--- src/rtl/ram_pkg.sv ---
// Shared types and helpers for ram_2ports_be_clr: clear-FSM state, byte-lane count
// and the byte-enable lane merge used by both the write path and the read bypass.
package ram_pkg;

  typedef enum logic [0:0] {
    CLEAR = 1'b0,
    READY = 1'b1
  } clr_state_e;

  // Upper bounds for the width-generic merge helper; callers zero-extend into these.
  localparam int MAX_DW = 1024;
  localparam int MAX_NB = 1024;

  function automatic int nbytes(input int dw, input int bw);
    return dw / bw;
  endfunction

  function automatic logic [MAX_DW-1:0] merge_be(input logic [MAX_DW-1:0] old_w,
                                                 input logic [MAX_DW-1:0] new_w,
                                                 input logic [MAX_NB-1:0] be,
                                                 input int                bw);
    logic [MAX_DW-1:0] res;
    int lane;
    res = old_w;
    for (int j = 0; j < MAX_DW; j++) begin
      lane = j / bw;
      if (be[lane[9:0]]) begin
        res[j[9:0]] = new_w[j[9:0]];
      end else begin
        res[j[9:0]] = old_w[j[9:0]];
      end
    end
    return res;
  endfunction

endpackage

--- src/rtl/ram_2ports_be_clr_if.sv ---
// Port bundle for ram_2ports_be_clr: write port, read port and clear request/busy.
interface ram_2ports_be_clr_if
  import ram_pkg::*;
#(
  parameter int addr_width = 4,
  parameter int data_width = 16,
  parameter int byte_width = 8
);

  localparam int NBYTES = nbytes(data_width, byte_width);

  logic                  clr_req;
  logic                  busy;
  logic                  we;
  logic [addr_width-1:0] w_addr;
  logic [data_width-1:0] w_data;
  logic [NBYTES-1:0]     w_be;
  logic                  re;
  logic [addr_width-1:0] r_addr;
  logic [data_width-1:0] r_data;
  logic                  r_valid;

  modport master (
    output clr_req, we, w_addr, w_data, w_be, re, r_addr,
    input  busy, r_data, r_valid
  );

  modport slave (
    input  clr_req, we, w_addr, w_data, w_be, re, r_addr,
    output busy, r_data, r_valid
  );

endinterface

--- src/rtl/ram_clr_ctrl.sv ---
// Clear-sweep controller: walks every address once after reset or on clr_req,
// flagging busy while the sweep owns the write port.
module ram_clr_ctrl
  import ram_pkg::*;
#(
  parameter int addr_width = 4
) (
  input  logic                  clk,
  input  logic                  rst_n,
  input  logic                  clr_req_i,
  output logic                  busy_o,
  output logic                  clr_we_o,
  output logic [addr_width-1:0] clr_addr_o
);

  localparam logic [addr_width-1:0] LAST_ADDR = {addr_width{1'b1}};

  clr_state_e            state_q, state_d;
  logic [addr_width-1:0] clr_cnt_q, clr_cnt_d;
  logic                  busy_q, busy_d;

  // Next-state logic; the counter wraps to zero on the last sweep address.
  always_comb begin
    state_d   = state_q;
    clr_cnt_d = clr_cnt_q;
    case (state_q)
      CLEAR: begin
        clr_cnt_d = clr_cnt_q + addr_width'(1'b1);
        if (clr_cnt_q == LAST_ADDR) begin
          state_d = READY;
        end else begin
          state_d = CLEAR;
        end
      end
      READY: begin
        if (clr_req_i) begin
          state_d   = CLEAR;
          clr_cnt_d = '0;
        end else begin
          state_d   = READY;
          clr_cnt_d = clr_cnt_q;
        end
      end
      default: begin
        state_d   = CLEAR;
        clr_cnt_d = '0;
      end
    endcase
    busy_d = (state_d == CLEAR);
  end

  // State, sweep counter and registered busy flag.
  always_ff @(posedge clk or negedge rst_n) begin
    if (!rst_n) begin
      state_q   <= CLEAR;
      clr_cnt_q <= '0;
      busy_q    <= 1'b1;
    end else begin
      state_q   <= state_d;
      clr_cnt_q <= clr_cnt_d;
      busy_q    <= busy_d;
    end
  end

  assign busy_o     = busy_q;
  assign clr_we_o   = (state_q == CLEAR);
  assign clr_addr_o = clr_cnt_q;

endmodule

--- src/rtl/ram_2ports_be_clr.sv ---
// Simple-dual-port RAM with byte enables, registered read + valid, and clear sweep.
// Define RAM_BYPASS_EN for write-first data on a same-address read/write collision.
module ram_2ports_be_clr
  import ram_pkg::*;
#(
  parameter int                    addr_width = 4,
  parameter int                    data_width = 16,
  parameter int                    byte_width = 8,
  parameter logic [byte_width-1:0] clr_value  = {byte_width{1'b0}}
) (
  input  logic               clk,
  input  logic               rst_n,
  ram_2ports_be_clr_if.slave bus
);

  localparam int NBYTES = nbytes(data_width, byte_width);
  localparam int DEPTH  = 2 ** addr_width;
  localparam logic [data_width-1:0] CLR_WORD = {NBYTES{clr_value}};

  if ((data_width % byte_width) != 0) begin : g_bad_lane_width
    $fatal(1, "ram_2ports_be_clr: data_width must be a multiple of byte_width");
  end
  if (data_width > MAX_DW) begin : g_bad_data_width
    $fatal(1, "ram_2ports_be_clr: data_width exceeds ram_pkg::MAX_DW");
  end

  logic [data_width-1:0] mem_q [DEPTH];
  logic [data_width-1:0] r_data_q, r_data_d;
  logic                  r_valid_q, r_valid_d;

  logic                  busy_s;
  logic                  clr_we_s;
  logic [addr_width-1:0] clr_addr_s;
  logic                  wr_en_s;
  logic                  rd_en_s;
  logic [data_width-1:0] wr_word_s;
  logic [data_width-1:0] rd_word_s;

  ram_clr_ctrl #(
    .addr_width (addr_width)
  ) u_clr_ctrl (
    .clk        (clk),
    .rst_n      (rst_n),
    .clr_req_i  (bus.clr_req),
    .busy_o     (busy_s),
    .clr_we_o   (clr_we_s),
    .clr_addr_o (clr_addr_s)
  );

  // A clear request in the same cycle drops the write but lets the read complete.
  always_comb begin
    wr_en_s   = !busy_s && bus.we && !bus.clr_req;
    rd_en_s   = !busy_s && bus.re;
    wr_word_s = data_width'(merge_be(MAX_DW'(mem_q[bus.w_addr]), MAX_DW'(bus.w_data),
                                     MAX_NB'(bus.w_be), byte_width));
`ifdef RAM_BYPASS_EN
    if (wr_en_s && rd_en_s && (bus.r_addr == bus.w_addr)) begin
      rd_word_s = wr_word_s;
    end else begin
      rd_word_s = mem_q[bus.r_addr];
    end
`else
    rd_word_s = mem_q[bus.r_addr];
`endif
    if (rd_en_s) begin
      r_data_d = rd_word_s;
    end else begin
      r_data_d = r_data_q;
    end
    r_valid_d = rd_en_s;
  end

  // Storage array: the sweep owns the write port while it runs; no reset on contents.
  always_ff @(posedge clk) begin
    if (clr_we_s) begin
      mem_q[clr_addr_s] <= CLR_WORD;
    end else if (wr_en_s) begin
      mem_q[bus.w_addr] <= wr_word_s;
    end
  end

  // Registered read port.
  always_ff @(posedge clk or negedge rst_n) begin
    if (!rst_n) begin
      r_data_q  <= '0;
      r_valid_q <= 1'b0;
    end else begin
      r_data_q  <= r_data_d;
      r_valid_q <= r_valid_d;
    end
  end

  assign bus.busy    = busy_s;
  assign bus.r_data  = r_data_q;
  assign bus.r_valid = r_valid_q;

endmodule

--- src/flat_wrapper.sv ---
// flat-port wrapper written by rule: the top's interface ports become plain ports
module ram_2ports_be_clr_flat import ram_pkg::*;
#(
  parameter int                    addr_width = 4,
  parameter int                    data_width = 16,
  parameter int                    byte_width = 8,
  parameter logic [byte_width-1:0] clr_value  = {byte_width{1'b0}}
)
  (clk, rst_n, bus_clr_req, bus_we, bus_w_addr, bus_w_data, bus_w_be, bus_re, bus_r_addr, bus_busy, bus_r_data, bus_r_valid);
  ram_2ports_be_clr_if #(.addr_width(addr_width), .data_width(data_width), .byte_width(byte_width)) bus_i ();
  input  logic clk;
  input  logic rst_n;
  input wire logic [$bits(bus_i.clr_req)-1:0] bus_clr_req;
  input wire logic [$bits(bus_i.we)-1:0] bus_we;
  input wire logic [$bits(bus_i.w_addr)-1:0] bus_w_addr;
  input wire logic [$bits(bus_i.w_data)-1:0] bus_w_data;
  input wire logic [$bits(bus_i.w_be)-1:0] bus_w_be;
  input wire logic [$bits(bus_i.re)-1:0] bus_re;
  input wire logic [$bits(bus_i.r_addr)-1:0] bus_r_addr;
  output wire logic [$bits(bus_i.busy)-1:0] bus_busy;
  output wire logic [$bits(bus_i.r_data)-1:0] bus_r_data;
  output wire logic [$bits(bus_i.r_valid)-1:0] bus_r_valid;
  assign bus_i.clr_req = bus_clr_req;
  assign bus_i.we = bus_we;
  assign bus_i.w_addr = bus_w_addr;
  assign bus_i.w_data = bus_w_data;
  assign bus_i.w_be = bus_w_be;
  assign bus_i.re = bus_re;
  assign bus_i.r_addr = bus_r_addr;
  assign bus_busy = bus_i.busy;
  assign bus_r_data = bus_i.r_data;
  assign bus_r_valid = bus_i.r_valid;
  ram_2ports_be_clr #(.addr_width(addr_width), .data_width(data_width), .byte_width(byte_width), .clr_value(clr_value)) u_core (.clk(clk), .rst_n(rst_n), .bus(bus_i));
endmodule
--- config.mk ---
export PLATFORM = sky130hd
export DESIGN_NAME = ram_2ports_be_clr_flat
export DESIGN_NICKNAME = d
export VERILOG_FILES = /design/src/rtl/ram_pkg.sv /design/src/rtl/ram_2ports_be_clr_if.sv /design/src/rtl/ram_clr_ctrl.sv /design/src/rtl/ram_2ports_be_clr.sv /design/src/flat_wrapper.sv
export SDC_FILE = /design/constraint.sdc
export NUM_CORES = 1
export LEC_CHECK = 0
export BUFFER_PORTS_ARGS = -buffer_cell sky130_fd_sc_hd__buf_2
export CELL_PAD_IN_SITES_DETAIL_PLACEMENT = 1
export CELL_PAD_IN_SITES_GLOBAL_PLACEMENT = 1
export CORE_UTILIZATION = 56
export CTS_CLUSTER_SIZE = 28
export DETAILED_ROUTE_END_ITERATION = 6
export GPL_ROUTABILITY_DRIVEN = 0
export PLACE_DENSITY_LB_ADDON = 0.25
export SYNTH_ARGS = -nofsm -noshare
export SYNTH_HDL_FRONTEND = slang
export SYNTH_SLANG_ARGS = --single-unit
--- constraint.sdc ---
create_clock -name clk -period 3.2 [get_ports clk]
set_clock_uncertainty 0.05 [all_clocks]
set_input_delay 0.64 -clock clk [delete_from_list [all_inputs] [get_ports clk]]
set_output_delay 0.64 -clock clk [all_outputs]
set_load 0.03 [all_outputs]
==> run_summary.xml, run 1 <==
<?xml version="1.0" encoding="UTF-8"?>
<metrics>
  <group name="clocking">
    <metric name="cts.reportedPaths.clkPinSlew" unit="ps">60</metric>
    <metric name="postCtsSetupRepairBufs" unit="">0</metric>
    <metric name="clock_latency" unit="ps">540</metric>
    <metric name="cts_sinks" unit="">279</metric>
    <metric name="cts_buffer_depth" unit="">3</metric>
    <metric name="cts_root_buffer" unit="">sky130_fd_sc_hd__clkbuf_16</metric>
    <metric name="cts_inserted_buffers" unit="">29</metric>
    <metric name="tritoncts_clock_tree" unit="">done</metric>
    <metric name="htree_num_levels" unit="">1</metric>
    <metric name="cts_hold_repair.buffers" unit="">0</metric>
    <metric name="post_cts_resize_count" unit="">0</metric>
  </group>
  <group name="pwr">
    <metric name="pwr-share-seq" unit="">0.489</metric>
    <metric name="sw_frac_of_total" unit="">0.289</metric>
    <metric name="power_per_cell_area" unit="mW/mm^2">804</metric>
    <metric name="leakage" unit="nW">4.88</metric>
    <metric name="ir_drop" unit="mV">0.650</metric>
    <metric name="p_int" unit="mW">7.38</metric>
    <metric name="combPwrFrac" unit="">0.185</metric>
    <metric name="total_power" unit="mW">10.4</metric>
    <metric name="clock_power_share" unit="">0.326</metric>
    <metric name="power.switching" unit="mW">3.00</metric>
  </group>
  <group name="route">
    <metric name="route.vias.total" unit="">6632</metric>
    <metric name="detail_route.wirelength" unit="mm">29.6</metric>
    <metric name="count_of_antenna_violating_nets_left_after_detailed_routing" unit="">0</metric>
    <metric name="drcViolationCount" unit="">0</metric>
    <metric name="vias_per_cell" unit="">6.16</metric>
    <metric name="drt_iter0_markers" unit="">543</metric>
    <metric name="drt_pass1_iterations" unit="">5</metric>
    <metric name="wire_per_inst" unit="um">27.5</metric>
  </group>
  <group name="finish">
    <metric name="multiInputGateArea" unit="sq mm">0.00274</metric>
    <metric name="finalInstanceArea" unit="sq mm">0.0129</metric>
    <metric name="area.growth.synth_to_final" unit="%">15.2</metric>
    <metric name="utilization" unit="">0.662</metric>
    <metric name="filler_cell_count" unit="">1773</metric>
    <metric name="diodes" unit="">0</metric>
    <metric name="layout-drive-gt1-share" unit="">0.182</metric>
    <metric name="instances_no_fill" unit="">1076</metric>
    <metric name="finish.net_count" unit="">823</metric>
    <metric name="register_area" unit="sq mm">0.00826</metric>
  </group>
  <group name="floorplan">
    <metric name="floorplan.die.width" unit="um">144</metric>
    <metric name="ioPinCount" unit="">49</metric>
    <metric name="floorplan.initialDensity" unit="">0.575</metric>
    <metric name="dieArea" unit="sq mm">0.0206</metric>
    <metric name="die_height" unit="um">144</metric>
    <metric name="design.core.area" unit="sq mm">0.0195</metric>
    <metric name="floorplan.rows" unit="">51</metric>
  </group>
  <group name="global_routing">
    <metric name="number_of_global_route_vias_before_repair" unit="">7180</metric>
    <metric name="grt_first_pass_wirelength" unit="mm">43.8</metric>
    <metric name="antenna_found_initial" unit="">0</metric>
    <metric name="grt_start_max_net_pins" unit="">43</metric>
    <metric name="grt.total_usage" unit="">0.300</metric>
    <metric name="grt.overflow.total" unit="">0</metric>
  </group>
  <group name="logic_synthesis">
    <metric name="yosys-mux-area-fraction" unit="">0.115</metric>
    <metric name="synth_area_in_simple_gates" unit="">0.0788</metric>
    <metric name="synth_xor_xnor_area_share" unit="">0.00156</metric>
    <metric name="synth.ff_latch_count" unit="">279</metric>
    <metric name="synth_most_common_cell" unit="">sky130_fd_sc_hd__edfxtp_1</metric>
    <metric name="synth_compound_area_frac" unit="">0.0465</metric>
    <metric name="synth_top_area_cell" unit="">sky130_fd_sc_hd__edfxtp_1</metric>
    <metric name="synth_top_family_by_area" unit="">multiplexers</metric>
    <metric name="count_of_unique_library_cells_instantiated_by_yosys" unit="">39</metric>
    <metric name="synth.yosys.warnings" unit="">0</metric>
    <metric name="synth_common_cells" unit="">256 x sky130_fd_sc_hd__edfxtp_1, 128 x sky130_fd_sc_hd__mux2i_1, 54 x sky130_fd_sc_hd__nand2_1</metric>
    <metric name="synth.area.top_cells" unit="">sky130_fd_sc_hd__edfxtp_1 69%, sky130_fd_sc_hd__mux2i_1 11%, sky130_fd_sc_hd__dfrtp_1 4.9%</metric>
    <metric name="synth_fa_ha_area_frac" unit="">0.00112</metric>
    <metric name="synth_top_cell_area_share" unit="">0.685</metric>
    <metric name="syn-instance-count" unit="">708</metric>
    <metric name="synthesis.area" unit="sq mm">0.0112</metric>
    <metric name="synth_enable_flop_cells" unit="">256</metric>
    <metric name="dominantRegCellSynth" unit="">sky130_fd_sc_hd__edfxtp_1</metric>
    <metric name="postSynth.asyncResetShare" unit="">0.0824</metric>
    <metric name="syn-num-nets" unit="">740</metric>
    <metric name="syn_area_per_cell" unit="sq um">15.8</metric>
    <metric name="synth_seq_area_share" unit="">0.737</metric>
  </group>
  <group name="setup_path">
    <metric name="end_kind" unit="">register</metric>
    <metric name="setup.worst_path.class" unit="">register to register</metric>
    <metric name="timing.critical_path.slowest_stage_cell" unit="">sky130_fd_sc_hd__nor2_1</metric>
    <metric name="cp_data_required_time" unit="ps">3320</metric>
    <metric name="critical_path_cell_sequence" unit="">or3b_1, o21ai_1, o21ai_1, nor2_1</metric>
    <metric name="worst_setup_path_startpoint" unit="">u_core.u_clr_ctrl.busy_o</metric>
    <metric name="critical_path.most_common_cell" unit="">sky130_fd_sc_hd__o21ai_1</metric>
    <metric name="timing.critical_path.slowest_cell_delay" unit="ps">770</metric>
    <metric name="timing.critical_path.from_type" unit="">register</metric>
    <metric name="worstPathMaxFanout" unit="">8</metric>
    <metric name="worstReg2RegStart" unit="">u_core.u_clr_ctrl.busy_o</metric>
    <metric name="timing.critical_path.arrival" unit="ps">2940</metric>
  </group>
  <group name="sta">
    <metric name="max_freq" unit="GHz">0.354</metric>
    <metric name="post-route-worst-setup-slack" unit="ps">378</metric>
    <metric name="timing.hold.ws" unit="ps">110</metric>
    <metric name="tightest_slew" unit="ps">962</metric>
    <metric name="fin_tns_setup" unit="ps">0</metric>
    <metric name="final.period_utilization" unit="">0.882</metric>
    <metric name="timing.final.hold_violations" unit="">0</metric>
    <metric name="setup_viol" unit="">0</metric>
    <metric name="unrepaired_setup_endpoints_after_global_routing" unit="">no</metric>
    <metric name="pins_over_slew_limit" unit="">0</metric>
    <metric name="slew-limit-headroom" unit="">0.356</metric>
    <metric name="finalCriticalPeriod" unit="ps">2820</metric>
  </group>
  <group name="run">
    <metric name="maxCapViolations" unit="">0</metric>
  </group>
  <group name="placement">
    <metric name="dp_slack" unit="ps">-9.24</metric>
    <metric name="detailed_place.area" unit="sq mm">0.0120</metric>
    <metric name="placedCellCount" unit="">1025</metric>
    <metric name="port_buffers" unit="">48</metric>
    <metric name="post-dp-hpwl" unit="mm">19.3</metric>
  </group>
  <group name="outcome">
    <metric name="outcome" unit="">completed</metric>
  </group>
  <group name="min_path">
    <metric name="holdCritPathClass" unit="">input port to async pin</metric>
  </group>
</metrics>
[layout by cell type (no fill, tap or decap), types with 2 or more instances in the layout]
cell type	n
sky130_fd_sc_hd__nor4_4	2
sky130_fd_sc_hd__a31oi_2	3
sky130_fd_sc_hd__buf_4	42
sky130_fd_sc_hd__bufinv_16	5
sky130_fd_sc_hd__clkbuf_16	29
sky130_fd_sc_hd__clkbuf_1	2
sky130_fd_sc_hd__clkinv_1	7
sky130_fd_sc_hd__inv_1	8
sky130_fd_sc_hd__nand2_1	54
sky130_fd_sc_hd__clkinv_2	6
sky130_fd_sc_hd__and2_1	2
sky130_fd_sc_hd__a21oi_1	6
sky130_fd_sc_hd__a22oi_1	48
sky130_fd_sc_hd__buf_2	47
sky130_fd_sc_hd__nand2b_1	5
sky130_fd_sc_hd__o21ai_1	10
sky130_fd_sc_hd__nand3_1	33
sky130_fd_sc_hd__and3_1	16
sky130_fd_sc_hd__dfrtp_1	22
sky130_fd_sc_hd__o21ai_0	4
sky130_fd_sc_hd__nor2_1	35
sky130_fd_sc_hd__mux2i_1	128
sky130_fd_sc_hd__buf_12	2
sky130_fd_sc_hd__nand4_1	16
sky130_fd_sc_hd__edfxtp_1	256
sky130_fd_sc_hd__inv_6	2
sky130_fd_sc_hd__nor2b_2	2
[state kept, by name (all words and copies together) (netlist names)]
signal	cells
u_core.bus.r_valid	1
u_core.u_clr_ctrl.clr_addr_o	4
u_core.bus.r_data	16
u_core.mem_q	256
u_core.u_clr_ctrl.state_q	1
u_core.u_clr_ctrl.busy_o	1
[final cells by class]
class / instances / area share
Sequential cell: 279 / 0.639
Multi-Input combinational cell: 381 / 0.212
Clock buffer: 31 / 0.0567
Timing Repair Buffer: 92 / 0.0466
Tap cell: 265 / 0.0257
Clock inverter: 20 / 0.0173
Inverter: 8 / 0.00232
[critical path, delay by kind of cell (launching register included)]
family          cells  cell delay (ps)
simple gates        2             1380
compound gates      2              620
flops               1              390
[power by group through the flow]
| stage | Clock, mW | Combinational, mW | Sequential, mW |
|---|---|---|---|
| finish | 3.39 | 1.92 | 5.08 |
| global route | 3.53 | 2.05 | 5.13 |
| CTS | 3.42 | 1.92 | 5.08 |
| detailed placement | 0 | 1.88 | 5.13 |
| global placement | 0 | 1.76 | 5.07 |
| floorplan | 0 | 0.968 | 5.22 |
[cell families after synthesis]
logic type | Yosys count
buffers and inverters | 48
adder cells (fa/ha/maj) | 1
AO/OA/AOI/OAI | 74
XOR/XNOR | 2
AND/OR/NAND/NOR | 175
multiplexers | 129
flip-flops | 279
[path summary, 6_finish.rpt]
| path | to | slack [ps] | depth (start not counted) |
|---|---|---|---|
| worst max register to register | u_core.mem_q[12][6] | 380 | 4 |
| min in group clk | u_core.u_clr_ctrl.clr_addr_o[0] | 390 | 3 |
| worst min-delay path | u_core.bus.r_data[1] | 110 | 1 |
| worst max-delay path | u_core.mem_q[12][6] | 380 | 4 |
| worst min register to register | u_core.bus.r_data[14] | 430 | 2 |
| max in group asynchronous | u_core.bus.r_valid | 2490 | 1 |
[per-layer routing]
| layer | up-vias | track usage | part of all wire |
|---|---|---|---|
| li1 | 2890 | - | - |
| met1 | 3398 | 0.390 | 0.40 |
| met2 | 276 | 0.505 | 0.51 |
| met3 | 68 | 0.0626 | 0.065 |
| met4 | 0 | 0.0974 | 0.026 |
| met5 | - | 0 | 0 |
(Power assumes the default switching activity.)
==> run 2: changes to the inputs <==
--- a/config.mk
+++ b/config.mk
@@ -6,9 +6,9 @@
 export NUM_CORES = 1
 export LEC_CHECK = 0
 export BUFFER_PORTS_ARGS = -buffer_cell sky130_fd_sc_hd__buf_2
-export CELL_PAD_IN_SITES_DETAIL_PLACEMENT = 1
-export CELL_PAD_IN_SITES_GLOBAL_PLACEMENT = 1
-export CORE_UTILIZATION = 56
+export CELL_PAD_IN_SITES_DETAIL_PLACEMENT = 2
+export CELL_PAD_IN_SITES_GLOBAL_PLACEMENT = 2
+export CORE_UTILIZATION = 49
 export CTS_CLUSTER_SIZE = 28
 export DETAILED_ROUTE_END_ITERATION = 6
 export GPL_ROUTABILITY_DRIVEN = 0
==> run 2 against run 1 <==
  * Largest power group unchanged
  * Maximum frequency shrank 5.6%
  * Critical endpoint is now u_core.mem_q[8][12]
  * Sequential power grew 1%
  * Combinational power grew 8%
==> run_summary.xml, run 2 (same netlist as run 1, synthesis figures left out) <==
<?xml version="1.0" encoding="UTF-8"?>
<metrics>
  <group name="outcome">
    <metric name="outcome" unit="">completed</metric>
  </group>
  <group name="global_routing">
    <metric name="grt_start_max_net_pins" unit="">47</metric>
    <metric name="grt.overflow.total" unit="">0</metric>
    <metric name="grt.total_usage" unit="">0.314</metric>
    <metric name="grt_first_pass_wirelength" unit="mm">52.8</metric>
    <metric name="antenna_found_initial" unit="">0</metric>
    <metric name="number_of_global_route_vias_before_repair" unit="">7536</metric>
  </group>
  <group name="clocking">
    <metric name="cts_root_buffer" unit="">sky130_fd_sc_hd__clkbuf_16</metric>
    <metric name="cts_sinks" unit="">279</metric>
    <metric name="post_cts_resize_count" unit="">0</metric>
    <metric name="tritoncts_clock_tree" unit="">done</metric>
    <metric name="clock_latency" unit="ps">540</metric>
    <metric name="cts.reportedPaths.clkPinSlew" unit="ps">60</metric>
    <metric name="cts_hold_repair.buffers" unit="">0</metric>
    <metric name="cts_inserted_buffers" unit="">29</metric>
    <metric name="cts_buffer_depth" unit="">3</metric>
    <metric name="htree_num_levels" unit="">1</metric>
    <metric name="postCtsSetupRepairBufs" unit="">0</metric>
  </group>
  <group name="floorplan">
    <metric name="floorplan.rows" unit="">55</metric>
    <metric name="design.core.area" unit="sq mm">0.0226</metric>
    <metric name="ioPinCount" unit="">49</metric>
    <metric name="dieArea" unit="sq mm">0.0235</metric>
    <metric name="floorplan.die.width" unit="um">153</metric>
    <metric name="die_height" unit="um">153</metric>
    <metric name="floorplan.initialDensity" unit="">0.497</metric>
  </group>
  <group name="pwr">
    <metric name="power_per_cell_area" unit="mW/mm^2">838</metric>
    <metric name="ir_drop" unit="mV">0.537</metric>
    <metric name="total_power" unit="mW">10.8</metric>
    <metric name="leakage" unit="nW">4.85</metric>
  </group>
  <group name="setup_path">
    <metric name="setup.worst_path.class" unit="">register to register</metric>
    <metric name="timing.reg2reg.worst_path_depth" unit="">4</metric>
    <metric name="critical_path.most_common_cell" unit="">sky130_fd_sc_hd__o21ai_1</metric>
    <metric name="worstPathMaxFanout" unit="">8</metric>
    <metric name="critical_path_cell_sequence" unit="">or3b_1, o21ai_1, o21ai_1, nor2_1</metric>
    <metric name="end_kind" unit="">register</metric>
    <metric name="timing.critical_path.arrival" unit="ps">3100</metric>
    <metric name="timing.critical_path.slowest_cell_delay" unit="ps">810</metric>
    <metric name="critPathTopFamily" unit="">simple AND/OR/NAND/NOR gates</metric>
    <metric name="cp_data_required_time" unit="ps">3310</metric>
    <metric name="timing.critical_path.from_type" unit="">register</metric>
    <metric name="timing.critical_path.slowest_stage_cell" unit="">sky130_fd_sc_hd__nor2_1</metric>
    <metric name="worst-path-stages" unit="">4</metric>
    <metric name="worstPathBufferInverterCount" unit="">0</metric>
  </group>
  <group name="finish">
    <metric name="diodes" unit="">0</metric>
    <metric name="filler_cell_count" unit="">1971</metric>
    <metric name="finish.net_count" unit="">817</metric>
    <metric name="regMostFlops" unit="">u_core.mem_q</metric>
    <metric name="mostFrequentLayoutCell" unit="">sky130_fd_sc_hd__edfxtp_1</metric>
    <metric name="layout-drive-gt1-share" unit="">0.174</metric>
    <metric name="multiInputGateArea" unit="sq mm">0.00274</metric>
    <metric name="register_area" unit="sq mm">0.00826</metric>
    <metric name="utilization" unit="">0.573</metric>
    <metric name="area.growth.synth_to_final" unit="%">15.2</metric>
    <metric name="largest_register_ff_count" unit="">256</metric>
    <metric name="instances_no_fill" unit="">1091</metric>
    <metric name="layout.cells.most_common_list" unit="">256 x sky130_fd_sc_hd__edfxtp_1, 128 x sky130_fd_sc_hd__mux2i_1, 54 x sky130_fd_sc_hd__nand2_1, 48 x sky130_fd_sc_hd__a22oi_1, 47 x sky130_fd_sc_hd__buf_2</metric>
    <metric name="finalInstanceArea" unit="sq mm">0.0129</metric>
  </group>
  <group name="sta">
    <metric name="pins_over_slew_limit" unit="">0</metric>
    <metric name="unrepaired_setup_endpoints_after_global_routing" unit="">no</metric>
    <metric name="final.period_utilization" unit="">0.934</metric>
    <metric name="post-route-worst-setup-slack" unit="ps">211</metric>
    <metric name="finalCriticalPeriod" unit="ps">2990</metric>
    <metric name="fin_tns_setup" unit="ps">0</metric>
    <metric name="max_freq" unit="GHz">0.335</metric>
    <metric name="timing.final.hold_violations" unit="">0</metric>
    <metric name="setup_viol" unit="">0</metric>
    <metric name="slew-limit-headroom" unit="">0.366</metric>
    <metric name="timing.hold.ws" unit="ps">101</metric>
    <metric name="tightest_slew" unit="ps">951</metric>
  </group>
  <group name="route">
    <metric name="drt_iter0_markers" unit="">444</metric>
    <metric name="count_of_antenna_violating_nets_left_after_detailed_routing" unit="">0</metric>
    <metric name="detail_route.wirelength" unit="mm">35.9</metric>
    <metric name="wire_per_inst" unit="um">32.9</metric>
    <metric name="route.vias.total" unit="">6848</metric>
    <metric name="vias_per_cell" unit="">6.28</metric>
    <metric name="drcViolationCount" unit="">0</metric>
    <metric name="drt_pass1_iterations" unit="">7</metric>
  </group>
  <group name="placement">
    <metric name="detailed_place.area" unit="sq mm">0.0119</metric>
    <metric name="dp_slack" unit="ps">42.3</metric>
    <metric name="placedCellCount" unit="">1039</metric>
    <metric name="port_buffers" unit="">48</metric>
    <metric name="post-dp-hpwl" unit="mm">21.3</metric>
  </group>
  <group name="run">
    <metric name="maxCapViolations" unit="">0</metric>
  </group>
  <group name="min_path">
    <metric name="holdCritPathClass" unit="">input port to async pin</metric>
  </group>
</metrics>
-- run 2: metal layers --
metal  vias to the layer above  track usage  routed length [um]
li1                       2884            -                   -
met1                      3615        0.420               15000
met2                       279        0.544               18200
met3                        70       0.0326                1810
met4                         0       0.0914                 988
met5                         -            0                   0
-- run 2: final timing paths --
kind	endpoint	slack, ps	startpoint
worst max-delay path	u_core.mem_q[8][12]	210	u_core.u_clr_ctrl.busy_o
worst min-delay path	u_core.u_clr_ctrl.clr_addr_o[3]	100	rst_n
worst max register to register	u_core.mem_q[8][12]	210	u_core.u_clr_ctrl.busy_o
worst min register to register	u_core.bus.r_data[5]	430	u_core.bus.r_data[5]
max in group asynchronous	u_core.bus.r_data[10]	2530	rst_n
min in group clk	u_core.bus.r_data[5]	430	u_core.bus.r_data[5]
-- run 2: cell type report --
type,instances,share of cell area
multi-input combinational,381,0.212
clock inverter,17,0.0178
clock buffer,35,0.0579
inverter,8,0.00232
tap,285,0.0276
sequential,279,0.639
timing repair buffer,86,0.0431
-- run 2: power breakdown --
group,total (mW),internal [mW],switching (mW)
clock network,3.59,2.14,1.46
registers,5.15,4.77,0.382
logic,2.08,0.573,1.51
==> run 3: changes to the inputs <==
--- a/config.mk
+++ b/config.mk
@@ -8,6 +8,7 @@
 export BUFFER_PORTS_ARGS = -buffer_cell sky130_fd_sc_hd__buf_2
 export CELL_PAD_IN_SITES_DETAIL_PLACEMENT = 2
 export CELL_PAD_IN_SITES_GLOBAL_PLACEMENT = 2
+export CORE_ASPECT_RATIO = 0.8
 export CORE_UTILIZATION = 49
 export CTS_CLUSTER_SIZE = 28
 export DETAILED_ROUTE_END_ITERATION = 6
==> run 3 against run 2 <==
  * Worst setup slack improved by 40 ps
  * Global-route usage increased by 2.2 points
  * Sequential share of layout area increased by 0.11 points
  * Register-to-register slack improved by 40 ps
  * Die area about the same
  * First-iteration DRC count increased by 14%
  * Via count increased by 3.2%
  * Largest power group unchanged
  * Highest routed layer unchanged
  * Largest cell class unchanged
  * Design area decreased by 0.16%
  * Worst hold slack improved by 40 ps
  * Cell count increased by 2.7%
==> run_summary.xml, run 3 (same netlist as run 1, synthesis figures left out) <==
<?xml version="1.0" encoding="UTF-8"?>
<metrics>
  <group name="global_routing">
    <metric name="grt_start_max_net_pins" unit="">40</metric>
    <metric name="number_of_global_route_vias_before_repair" unit="">7713</metric>
    <metric name="grt.total_usage" unit="">0.336</metric>
    <metric name="antenna_found_initial" unit="">0</metric>
    <metric name="grt_first_pass_wirelength" unit="mm">54.6</metric>
    <metric name="grt.overflow.total" unit="">0</metric>
  </group>
  <group name="setup_path">
    <metric name="timing.critical_path.slowest_stage_cell" unit="">sky130_fd_sc_hd__nor2_1</metric>
    <metric name="timing.critical_path.arrival" unit="ps">3050</metric>
    <metric name="worst_setup_path_startpoint" unit="">u_core.u_clr_ctrl.busy_o</metric>
    <metric name="reg2reg_to" unit="">u_core.mem_q[8][9]</metric>
    <metric name="timing.critical_path.slowest_cell_delay" unit="ps">800</metric>
    <metric name="timing.reg2reg.worst_path_depth" unit="">4</metric>
    <metric name="critical_path.most_common_cell" unit="">sky130_fd_sc_hd__o21ai_1</metric>
    <metric name="r2r_setup_slack" unit="ps">250</metric>
    <metric name="cp_data_required_time" unit="ps">3300</metric>
    <metric name="end_kind" unit="">register</metric>
    <metric name="worstReg2RegStart" unit="">u_core.u_clr_ctrl.busy_o</metric>
    <metric name="timing.critical_path.from_type" unit="">register</metric>
    <metric name="worstPathMaxFanout" unit="">8</metric>
    <metric name="critical_path_cell_sequence" unit="">or3b_1, o21ai_1, o21ai_1, nor2_1</metric>
    <metric name="setup.worst_path.class" unit="">register to register</metric>
  </group>
  <group name="pwr">
    <metric name="total_power" unit="mW">10.5</metric>
    <metric name="ir_drop" unit="mV">0.452</metric>
    <metric name="power_per_cell_area" unit="mW/mm^2">815</metric>
    <metric name="leakage" unit="nW">4.85</metric>
  </group>
  <group name="clocking">
    <metric name="cts_buffer_depth" unit="">3</metric>
    <metric name="tritoncts_clock_tree" unit="">done</metric>
    <metric name="cts_hold_repair.buffers" unit="">0</metric>
    <metric name="cts.reportedPaths.clkPinSlew" unit="ps">70</metric>
    <metric name="cts_root_buffer" unit="">sky130_fd_sc_hd__clkbuf_16</metric>
    <metric name="cts_inserted_buffers" unit="">28</metric>
    <metric name="clock_latency" unit="ps">530</metric>
    <metric name="cts_sinks" unit="">279</metric>
    <metric name="post_cts_resize_count" unit="">0</metric>
    <metric name="postCtsSetupRepairBufs" unit="">0</metric>
    <metric name="htree_num_levels" unit="">1</metric>
  </group>
  <group name="floorplan">
    <metric name="floorplan.rows" unit="">49</metric>
    <metric name="floorplan.die.width" unit="um">171</metric>
    <metric name="design.core.area" unit="sq mm">0.0224</metric>
    <metric name="dieArea" unit="sq mm">0.0235</metric>
    <metric name="die_height" unit="um">137</metric>
    <metric name="ioPinCount" unit="">49</metric>
    <metric name="floorplan.initialDensity" unit="">0.500</metric>
  </group>
  <group name="route">
    <metric name="drt_iter0_markers" unit="">508</metric>
    <metric name="vias_per_cell" unit="">6.31</metric>
    <metric name="detail_route.wirelength.met1" unit="mm">15.8</metric>
    <metric name="drcViolationCount" unit="">0</metric>
    <metric name="route.top_layer_used" unit="">met4</metric>
    <metric name="met2RoutedLength" unit="mm">18.6</metric>
    <metric name="route.vias.total" unit="">7066</metric>
    <metric name="met3RoutedLength" unit="mm">2.59</metric>
    <metric name="drt_pass1_iterations" unit="">5</metric>
    <metric name="wire_per_inst" unit="um">34.2</metric>
    <metric name="count_of_antenna_violating_nets_left_after_detailed_routing" unit="">0</metric>
    <metric name="detail_route.wirelength" unit="mm">38.3</metric>
  </group>
  <group name="finish">
    <metric name="regMostFlops" unit="">u_core.mem_q</metric>
    <metric name="finish.net_count" unit="">827</metric>
    <metric name="largest_register_ff_count" unit="">256</metric>
    <metric name="area.growth.synth_to_final" unit="%">15.0</metric>
    <metric name="finalInstanceArea" unit="sq mm">0.0129</metric>
    <metric name="mostFrequentLayoutCell" unit="">sky130_fd_sc_hd__edfxtp_1</metric>
    <metric name="diodes" unit="">0</metric>
    <metric name="layout.cells.most_common_list" unit="">256 x sky130_fd_sc_hd__edfxtp_1, 128 x sky130_fd_sc_hd__mux2i_1, 54 x sky130_fd_sc_hd__nand2_1, 48 x sky130_fd_sc_hd__a22oi_1</metric>
    <metric name="layout-drive-gt1-share" unit="">0.179</metric>
  </group>
  <group name="placement">
    <metric name="detailed_place.area" unit="sq mm">0.0121</metric>
    <metric name="port_buffers" unit="">48</metric>
    <metric name="post-dp-hpwl" unit="mm">22.6</metric>
  </group>
  <group name="sta">
    <metric name="finalCriticalPeriod" unit="ps">2950</metric>
    <metric name="timing.final.hold_violations" unit="">0</metric>
    <metric name="fin_tns_setup" unit="ps">0</metric>
    <metric name="setup_viol" unit="">0</metric>
    <metric name="max_freq" unit="GHz">0.339</metric>
    <metric name="unrepaired_setup_endpoints_after_global_routing" unit="">no</metric>
    <metric name="tightest_slew" unit="ps">957</metric>
    <metric name="final.period_utilization" unit="">0.922</metric>
    <metric name="slew-limit-headroom" unit="">0.360</metric>
    <metric name="pins_over_slew_limit" unit="">0</metric>
    <metric name="timing.hold.ws" unit="ps">141</metric>
  </group>
  <group name="run">
    <metric name="maxCapViolations" unit="">0</metric>
  </group>
  <group name="outcome">
    <metric name="outcome" unit="">completed</metric>
  </group>
  <group name="min_path">
    <metric name="holdCritPathClass" unit="">input port to async pin</metric>
  </group>
</metrics>
==> run 3: final cells by class <==
class | count | area [sq um]
Sequential cell | 279 | 8260
Multi-Input combinational cell | 381 | 2740
Inverter | 8 | 30.0
Fill cell | 1981 | 9540
Timing Repair Buffer | 97 | 639
Tap cell | 306 | 383
Clock buffer | 37 | 766
Clock inverter | 12 | 82.6
==> run 3: where the power goes <==
group          internal (mW)  total [mW]  switching (mW)
registers               4.77        5.16           0.392
clock network           1.76        3.20            1.44
logic                  0.572        2.15            1.58
total                   7.10        10.5            3.41
==> run 3: per-layer routing <==
metal / vias to the layer above / track usage
met2: 362 / 0.559
met1: 3726 / 0.446
met5: - / 0
met3: 86 / 0.0612
met4: 0 / 0.119
li1: 2892 / -
==> run 3: worst max path at each step <==
| stage | endpoint | slack (ps) | depth (start not counted) |
|---|---|---|---|
| 3_5_place_dp | u_core.mem_q[8][10] | -50 | 5 |
| 3_3_place_gp | u_core.mem_q[8][10] | 230 | 5 |
| 5_1_grt | u_core.mem_q[8][9] | 140 | 4 |
| 4_1_cts | u_core.mem_q[8][9] | 230 | 4 |
| 6_report | u_core.mem_q[8][9] | 250 | 4 |
| 2_1_floorplan | u_core.mem_q[10][0] | 870 | 5 |
==> run 3: critical path: cells and delay by family, from the launching register on <==
family	cells	cell delay (ps)
flops	1	390
simple gates	2	1430
compound gates	2	690
==> run 3: per-stage QoR <==
stage | util | worst slack [ps] | std cells
2_1_floorplan | - | 872 | 708
3_3_place_gp | 0.537 | 225 | 1071
4_1_cts | 0.575 | 233 | 1120
3_5_place_dp | 0.537 | -54.2 | 1071
5_1_grt | 0.575 | 139 | 1120
6_report | 0.575 | 251 | 1120
